### config.mk
export PLATFORM = sky130hd
export DESIGN_NAME = hdmi_tx_init_seq
export DESIGN_NICKNAME = d
export VERILOG_FILES = /design/src/rtl/hdmi_tx_init_seq.sv
export SDC_FILE = /design/constraint.sdc
export NUM_CORES = 1
export LEC_CHECK = 0
export ABC_AREA = 0
export BUFFER_PORTS_ARGS = -buffer_cell sky130_fd_sc_hd__clkbuf_2
export CORE_MARGIN = 1.5
export CORE_UTILIZATION = 25
export DETAILED_ROUTE_END_ITERATION = 8
export SYNTH_ARGS = -nofsm -noshare
export SYNTH_HDL_FRONTEND = slang
export SYNTH_SLANG_ARGS = --single-unit
### constraint.sdc
create_clock -name clk -period 2.9 [get_ports clk]
set_input_delay 0.145 -clock clk [delete_from_list [all_inputs] [get_ports clk]]
set_output_delay 0.145 -clock clk [all_outputs]
set_load 0.01 [all_outputs]
### src/rtl/hdmi_tx_init_seq.sv
// hdmi_tx_init_seq: power-up sequencer for the SiI9022A HDMI transmitter.
// Owns an open-drain I2C master that writes a fixed six-entry register
// table (TPI mode, power, input/output format, TMDS enable), retrying each
// entry up to MAX_TRIES times on NACK.
// Optional build macro HDMI_INIT_ID_CHECK_EN: after entry 0, read register
// 0x1B and abort with err_code=2 unless it returns 0xB0. In that build the
// read transfer is reported as entry_idx 6.
module hdmi_tx_init_seq #(
    parameter int         CLK_FREQ_HZ = 100_000_000,
    parameter int         I2C_FREQ_HZ = 100_000,
    parameter logic [6:0] DEV_ADDR    = 7'h39,
    parameter int         MAX_TRIES   = 3
) (
    input  logic       clk,
    input  logic       rst_n,
    input  logic       start,
    output logic       busy,
    output logic       done,
    output logic       err,
    output logic [1:0] err_code,
    output logic [2:0] entry_idx,
    output logic       scl_t,
    output logic       sda_t,
    input  logic       sda_i
);

    localparam int DIV = CLK_FREQ_HZ / (4 * I2C_FREQ_HZ);
    localparam int CW  = (DIV > 1) ? $clog2(DIV) : 1;
    localparam int TW  = $clog2(MAX_TRIES + 1);
`ifdef HDMI_INIT_ID_CHECK_EN
    localparam logic [2:0] RD_ENT = 3'd6;
`endif

    typedef enum logic [3:0] {
        S_IDLE, S_START, S_TXBIT, S_RXACK, S_RSTART,
        S_RXBIT, S_MACK, S_STOP, S_GAP, S_FIN
    } state_t;

    state_t          state_q, state_d;
    logic [CW-1:0]   cnt_q, cnt_d;
    logic [1:0]      qtr_q, qtr_d;
    logic [2:0]      bit_q, bit_d;
    logic [1:0]      byte_q, byte_d;
    logic [7:0]      tx_q, tx_d;
    logic [2:0]      entry_q, entry_d;
    logic [TW-1:0]   tries_q, tries_d;
    logic            fail_q, fail_d;
    logic            ack_q, ack_d;
    logic            busy_q, busy_d;
    logic            done_q, done_d;
    logic            err_q, err_d;
    logic [1:0]      code_q, code_d;
    logic            scl_q, scl_d;
    logic            sda_q, sda_d;
    logic            sda_s1_q, sda_s2_q;
`ifdef HDMI_INIT_ID_CHECK_EN
    logic [7:0]      rx_q, rx_d;
`endif

    logic tick;
    assign tick = (cnt_q == CW'(DIV - 1));

    // Byte idx of the transfer for table entry ent; entry 6 is the ID read
    // (addr+W, 0x1B, addr+R).
    function automatic logic [7:0] byte_val(input logic [2:0] ent, input logic [1:0] idx);
        logic [15:0] rd;
        logic [7:0]  b;
        case (ent)
            3'd0:    rd = 16'hC700;
            3'd1:    rd = 16'h1E00;
            3'd2:    rd = 16'h0870;
            3'd3:    rd = 16'h0902;
            3'd4:    rd = 16'h0A00;
            3'd5:    rd = 16'h1A01;
            default: rd = 16'h1B00;
        endcase
        case (idx)
            2'd0:    b = {DEV_ADDR, 1'b0};
            2'd1:    b = rd[15:8];
            2'd2:    b = (ent == 3'd6) ? {DEV_ADDR, 1'b1} : rd[7:0];
            default: b = 8'h00;
        endcase
        return b;
    endfunction

    // Next entry in walk order; the ID read slots in after entry 0.
    function automatic logic [2:0] next_entry(input logic [2:0] ent);
`ifdef HDMI_INIT_ID_CHECK_EN
        if (ent == 3'd0)   return RD_ENT;
        if (ent == RD_ENT) return 3'd1;
`endif
        return ent + 3'd1;
    endfunction

    // Sequencer: every state is a whole number of 4-quarter units; decisions
    // are taken at the end of quarter 3, the bus is sampled at end of quarter 2.
    always_comb begin
        state_d = state_q;
        cnt_d   = cnt_q;
        qtr_d   = qtr_q;
        bit_d   = bit_q;
        byte_d  = byte_q;
        tx_d    = tx_q;
        entry_d = entry_q;
        tries_d = tries_q;
        fail_d  = fail_q;
        ack_d   = ack_q;
        busy_d  = busy_q;
        done_d  = done_q;
        err_d   = err_q;
        code_d  = code_q;
`ifdef HDMI_INIT_ID_CHECK_EN
        rx_d    = rx_q;
`endif
        if (state_q == S_IDLE || state_q == S_FIN) begin
            state_d = S_IDLE;
            cnt_d   = '0;
            qtr_d   = 2'd0;
            if (start) begin
                state_d = S_START;
                busy_d  = 1'b1;
                done_d  = 1'b0;
                err_d   = 1'b0;
                code_d  = 2'd0;
                entry_d = 3'd0;
                tries_d = '0;
                fail_d  = 1'b0;
                byte_d  = 2'd0;
            end
        end else begin
            cnt_d = tick ? '0 : cnt_q + 1'b1;
            if (tick) qtr_d = qtr_q + 2'd1;
            if (tick && qtr_q == 2'd2) begin
                if (state_q == S_RXACK) ack_d = ~sda_s2_q;
`ifdef HDMI_INIT_ID_CHECK_EN
                if (state_q == S_RXBIT) rx_d = {rx_q[6:0], sda_s2_q};
`endif
            end
            if (tick && qtr_q == 2'd3) begin
                case (state_q)
                    S_START: begin
                        state_d = S_TXBIT;
                        bit_d   = 3'd0;
                        tx_d    = byte_val(entry_q, byte_q);
                    end
                    S_TXBIT: begin
                        if (bit_q == 3'd7) state_d = S_RXACK;
                        else begin
                            bit_d = bit_q + 3'd1;
                            tx_d  = {tx_q[6:0], 1'b0};
                        end
                    end
                    S_RXACK: begin
                        if (!ack_q) begin
                            fail_d  = 1'b1;
                            state_d = S_STOP;
                        end
`ifdef HDMI_INIT_ID_CHECK_EN
                        else if (entry_q == RD_ENT && byte_q == 2'd1) begin
                            state_d = S_RSTART;
                            byte_d  = 2'd2;
                        end else if (entry_q == RD_ENT && byte_q == 2'd2) begin
                            state_d = S_RXBIT;
                            bit_d   = 3'd0;
                        end
`endif
                        else if (byte_q == 2'd2) state_d = S_STOP;
                        else begin
                            byte_d  = byte_q + 2'd1;
                            state_d = S_TXBIT;
                            bit_d   = 3'd0;
                            tx_d    = byte_val(entry_q, byte_q + 2'd1);
                        end
                    end
`ifdef HDMI_INIT_ID_CHECK_EN
                    S_RSTART: begin
                        state_d = S_TXBIT;
                        bit_d   = 3'd0;
                        tx_d    = byte_val(entry_q, 2'd2);
                    end
                    S_RXBIT: begin
                        if (bit_q == 3'd7) state_d = S_MACK;
                        else bit_d = bit_q + 3'd1;
                    end
                    S_MACK: state_d = S_STOP;
`endif
                    S_STOP: begin
                        if (fail_q && tries_q == TW'(MAX_TRIES - 1)) begin
                            state_d = S_FIN;
                            busy_d  = 1'b0;
                            done_d  = 1'b1;
                            err_d   = 1'b1;
                            code_d  = 2'd1;
                        end else state_d = S_GAP;
                    end
                    S_GAP: begin
                        byte_d = 2'd0;
                        if (fail_q) begin
                            tries_d = tries_q + 1'b1;
                            fail_d  = 1'b0;
                            state_d = S_START;
                        end
`ifdef HDMI_INIT_ID_CHECK_EN
                        else if (entry_q == RD_ENT && rx_q != 8'hB0) begin
                            state_d = S_FIN;
                            busy_d  = 1'b0;
                            done_d  = 1'b1;
                            err_d   = 1'b1;
                            code_d  = 2'd2;
                        end
`endif
                        else if (entry_q == 3'd5) begin
                            state_d = S_FIN;
                            busy_d  = 1'b0;
                            done_d  = 1'b1;
                        end else begin
                            tries_d = '0;
                            entry_d = next_entry(entry_q);
                            state_d = S_START;
                        end
                    end
                    default: state_d = S_IDLE;
                endcase
            end
        end
    end

    // Line levels for the upcoming cycle, decoded from next state so SCL and
    // SDA are registered together.
    always_comb begin
        scl_d = 1'b1;
        sda_d = 1'b1;
        case (state_d)
            S_START:                  sda_d = (qtr_d < 2'd2);
            S_TXBIT: begin
                scl_d = qtr_d[1];
                sda_d = tx_d[7];
            end
            S_RXACK, S_RXBIT, S_MACK: scl_d = qtr_d[1];
            S_RSTART: begin
                scl_d = (qtr_d != 2'd0);
                sda_d = (qtr_d < 2'd2);
            end
            S_STOP: begin
                scl_d = qtr_d[1];
                sda_d = (qtr_d == 2'd3);
            end
            default: ;
        endcase
    end

    // State registers; reset releases both lines at once.
    always_ff @(posedge clk or negedge rst_n) begin
        if (!rst_n) begin
            state_q  <= S_IDLE;
            cnt_q    <= '0;
            qtr_q    <= 2'd0;
            bit_q    <= 3'd0;
            byte_q   <= 2'd0;
            tx_q     <= 8'hFF;
            entry_q  <= 3'd0;
            tries_q  <= '0;
            fail_q   <= 1'b0;
            ack_q    <= 1'b0;
            busy_q   <= 1'b0;
            done_q   <= 1'b0;
            err_q    <= 1'b0;
            code_q   <= 2'd0;
            scl_q    <= 1'b1;
            sda_q    <= 1'b1;
`ifdef HDMI_INIT_ID_CHECK_EN
            rx_q     <= 8'h00;
`endif
        end else begin
            state_q  <= state_d;
            cnt_q    <= cnt_d;
            qtr_q    <= qtr_d;
            bit_q    <= bit_d;
            byte_q   <= byte_d;
            tx_q     <= tx_d;
            entry_q  <= entry_d;
            tries_q  <= tries_d;
            fail_q   <= fail_d;
            ack_q    <= ack_d;
            busy_q   <= busy_d;
            done_q   <= done_d;
            err_q    <= err_d;
            code_q   <= code_d;
            scl_q    <= scl_d;
            sda_q    <= sda_d;
`ifdef HDMI_INIT_ID_CHECK_EN
            rx_q     <= rx_d;
`endif
        end
    end

    // Two-flop synchroniser for the SDA pad.
    always_ff @(posedge clk or negedge rst_n) begin
        if (!rst_n) begin
            sda_s1_q <= 1'b1;
            sda_s2_q <= 1'b1;
        end else begin
            sda_s1_q <= sda_i;
            sda_s2_q <= sda_s1_q;
        end
    end

    assign busy      = busy_q;
    assign done      = done_q;
    assign err       = err_q;
    assign err_code  = code_q;
    assign entry_idx = entry_q;
    assign scl_t     = scl_q;
    assign sda_t     = sda_q;

endmodule

==> impl_metrics.ini <==
[run_status]
status = completed

[sta]
fmax_mhz = 427
timing.setup.tns_ns = 0
worst_slack_ns = 0.558
slew_headroom = 0.323
final_max_slew_viol_count = 0
period_minus_slack_ns = 2.34
fin_crit_sh = 0.807
hold_viol = 0
tightest_slew_ns = 1.01
timing.final.setup_violations = 0
rsz0062_at_grt = no
clock_skew_ns = 0.00731

[power_and_ir_drop]
ir_drop_v = 0.000178
totalPowerFinal_mw = 1.38
p_leak_nw = 1.11
powerDensity_nw_per_um2 = 491

[finish]
drive_gt1_frac = 0.182
synthToLayoutAreaGrowth_pct = 11.9
finalNetCount = 295
n_antenna_cell = 0

[min_path]
min_path_type = input port to async pin

[clocking]
cts.path.max_buffers = 2
clk_pin_slew_worst_paths_ns = 0.08
post_cts_resized = 0
numClockSinks = 41
cts_hold_buf = 1
numCtsBuffers = 5
htreeDepth = 2
tritoncts = done
clockRootBuffer = clkbuf_8
cts_setup_buffers = 0
insertion_delay_ns = 0.30

[place]
io_buffer_count = 12
pre_cts_slack_ns = 0.623
post-dp-hpwl_um = 3890
place_congestion = 0.871

[synth]
synthTopCellsByArea = dfrtp_1 29%, dfstp_2 13%, ha_1 8.5%, nand2_1 3.7%, nor2_1 3.6%
synth_fp_nets = 283
synth.most_common_cell = dfrtp_1
synth_commonest_cells = 29 x dfrtp_1, 25 x nand2_1, 24 x nor2_1
yosysWarnings = 0
syn_avg_cell_area_um2 = 9.57
yosysSeqAreaShare = 0.415
syn_area_um2 = 2510
async_reset_ff_frac = 1.00
syn_inst = 262
synth_cell_types = 62
yosysTopAreaCell = dfrtp_1
synth_edf_count = 0
ys_seq_elements = 41
synth_top_area_share = 0.290
ys.flop_type = dfrtp_1

[setup_path]
cpMaxStageDelayCell = dfrtp_1
cp_data_required_time_ns = 3.13
crit_family = compound AO/OA/AOI/OAI gates
path_cells = inv_1 > ha_1 > nand2b_1 > a22oi_1 > nand2_1 > a221o_2 > o31a_1 > o21ai_2
critPathBufInv = 1
crit_path_max_incr_delay_ns = 0.46
path_max_fanout = 6
crit_path_start_kind = flop
path_class = flop to flop
cp-end-kind = flop
cp.arrival_ns = 2.57

[grt]
grt_overflow = 0
grt_pass1_wl_um = 8670
grt_max_degree = 42
grt_use_total = 0.105
antenna_found_initial = 0
grt_pass1_vias = 1839

[detailed_routing]
route.vias.total = 1947
drt_iter0_markers = 120
antenna_left = 0
routed_wl_um = 5160
vias_per_cell = 4.77
drt_first_pass_iters = 4
drc = 0
wl_per_cell_um = 12.7

[die]
core_region_area_um2 = 9730
ios = 14
die_w_um = 103
fp.dieH_um = 103
initial_core_util = 0.258
dieArea_um2 = 10600
fp-row-count = 36

[flow_run]
maxCapViolations = 0
[sequential cells by signal (all words and copies together) (netlist names), 2 cells and up]
register and cells:
bit_q 3, byte_q 2, cnt_q 8, entry_idx 3
qtr_q 2, state_q 4, tries_q 2, tx_q 8
[worst register-to-register path, stage by stage (launching register included)]
cell and delay (ns):
dfrtp_1 0.46, inv_1 0.14, ha_1 0.28, nand2b_1 0.21
a22oi_1 0.28, nand2_1 0.09, a221o_2 0.40, o31a_1 0.30
o21ai_2 0.11
[cells in the final DEF (no fill, tap or decap), drive strengths merged, types with 5 or more instances in the layout]
| cell type | count |
|---|---|
| o21ai | 18 |
| nor2 | 26 |
| a21oi | 10 |
| dfrtp | 29 |
| clkbuf | 17 |
| nand3 | 12 |
| inv | 16 |
| and3 | 5 |
| nor2b | 5 |
| nand2 | 25 |
| xnor2 | 5 |
| ha | 17 |
| dfstp | 12 |
| a2bb2oi | 5 |
| nor3 | 6 |
[metal layers]
layer  routed length (um)  part of all wire  up-vias  global-route usage
met3                  168             0.033       14              0.0264
met4                  142             0.028        0              0.0489
li1                     -                 -      976                   -
met2                 2480              0.48       29               0.173
met1                 2370              0.46      928               0.131
met5                    0                 0        -                   0
[path summary, 6_finish.rpt]
check | slack, ns | from | cells past startpoint | end
max | 0.56 | byte_q[0] | 8 | scl_t
min | 0.01 | rst_n | 1 | bit_q[1]
max reg2reg | 0.56 | byte_q[0] | 8 | scl_t
min reg2reg | 0.36 | sda_s1_q | 0 | sda_s2_q
max in group asynchronous | 2.27 | rst_n | 1 | qtr_q[0]
min in group clk | 0.24 | start | 3 | err_code[0]
[stage by stage]
step	std cells	utilization	hold slack (ns)	area [um^2]
5_1_grt	408	0.288	0.107	2800
6_report	408	0.288	0.0106	2800
3_3_place_gp	399	0.275	0.237	2680
3_5_place_dp	399	0.275	0.239	2680
2_1_floorplan	262	-	-0.151	2510
4_1_cts	408	0.288	0.0525	2800
[power breakdown]
group | total (mW) | leakage, nW | switching (mW) | internal (mW)
combinational | 0.252 | 0.538 | 0.157 | 0.0946
sequential | 0.656 | 0.520 | 0.0557 | 0.601
clock | 0.468 | 0.0543 | 0.210 | 0.258
[cell type report]
| type | instances | area, um^2 |
|---|---|---|
| inverter | 16 | 60.1 |
| timing repair buffer | 15 | 85.1 |
| clock buffer | 5 | 68.8 |
| clock inverter | 3 | 46.3 |
| sequential | 41 | 1040 |
| tap | 133 | 166 |
| fill | 1058 | 6930 |
| multi-input combinational | 195 | 1340 |
[cells by family (layout without fill, tap and decap cells)]
group / count (synthesis) / after routing / share of synthesized area
compound gates: 67 / 67 / 0.190
xor+xnor: 9 / 9 / 0.0315
fa+ha+maj: 17 / 17 / 0.0849
buf+inv: 26 / 39 / 0.0514
flops: 41 / 41 / 0.415
mux: 5 / 5 / 0.0205
other cells: 1 / 1 / 0.00150
simple gates: 96 / 96 / 0.205
No activity file was read; power rests on OpenSTA's default activity.
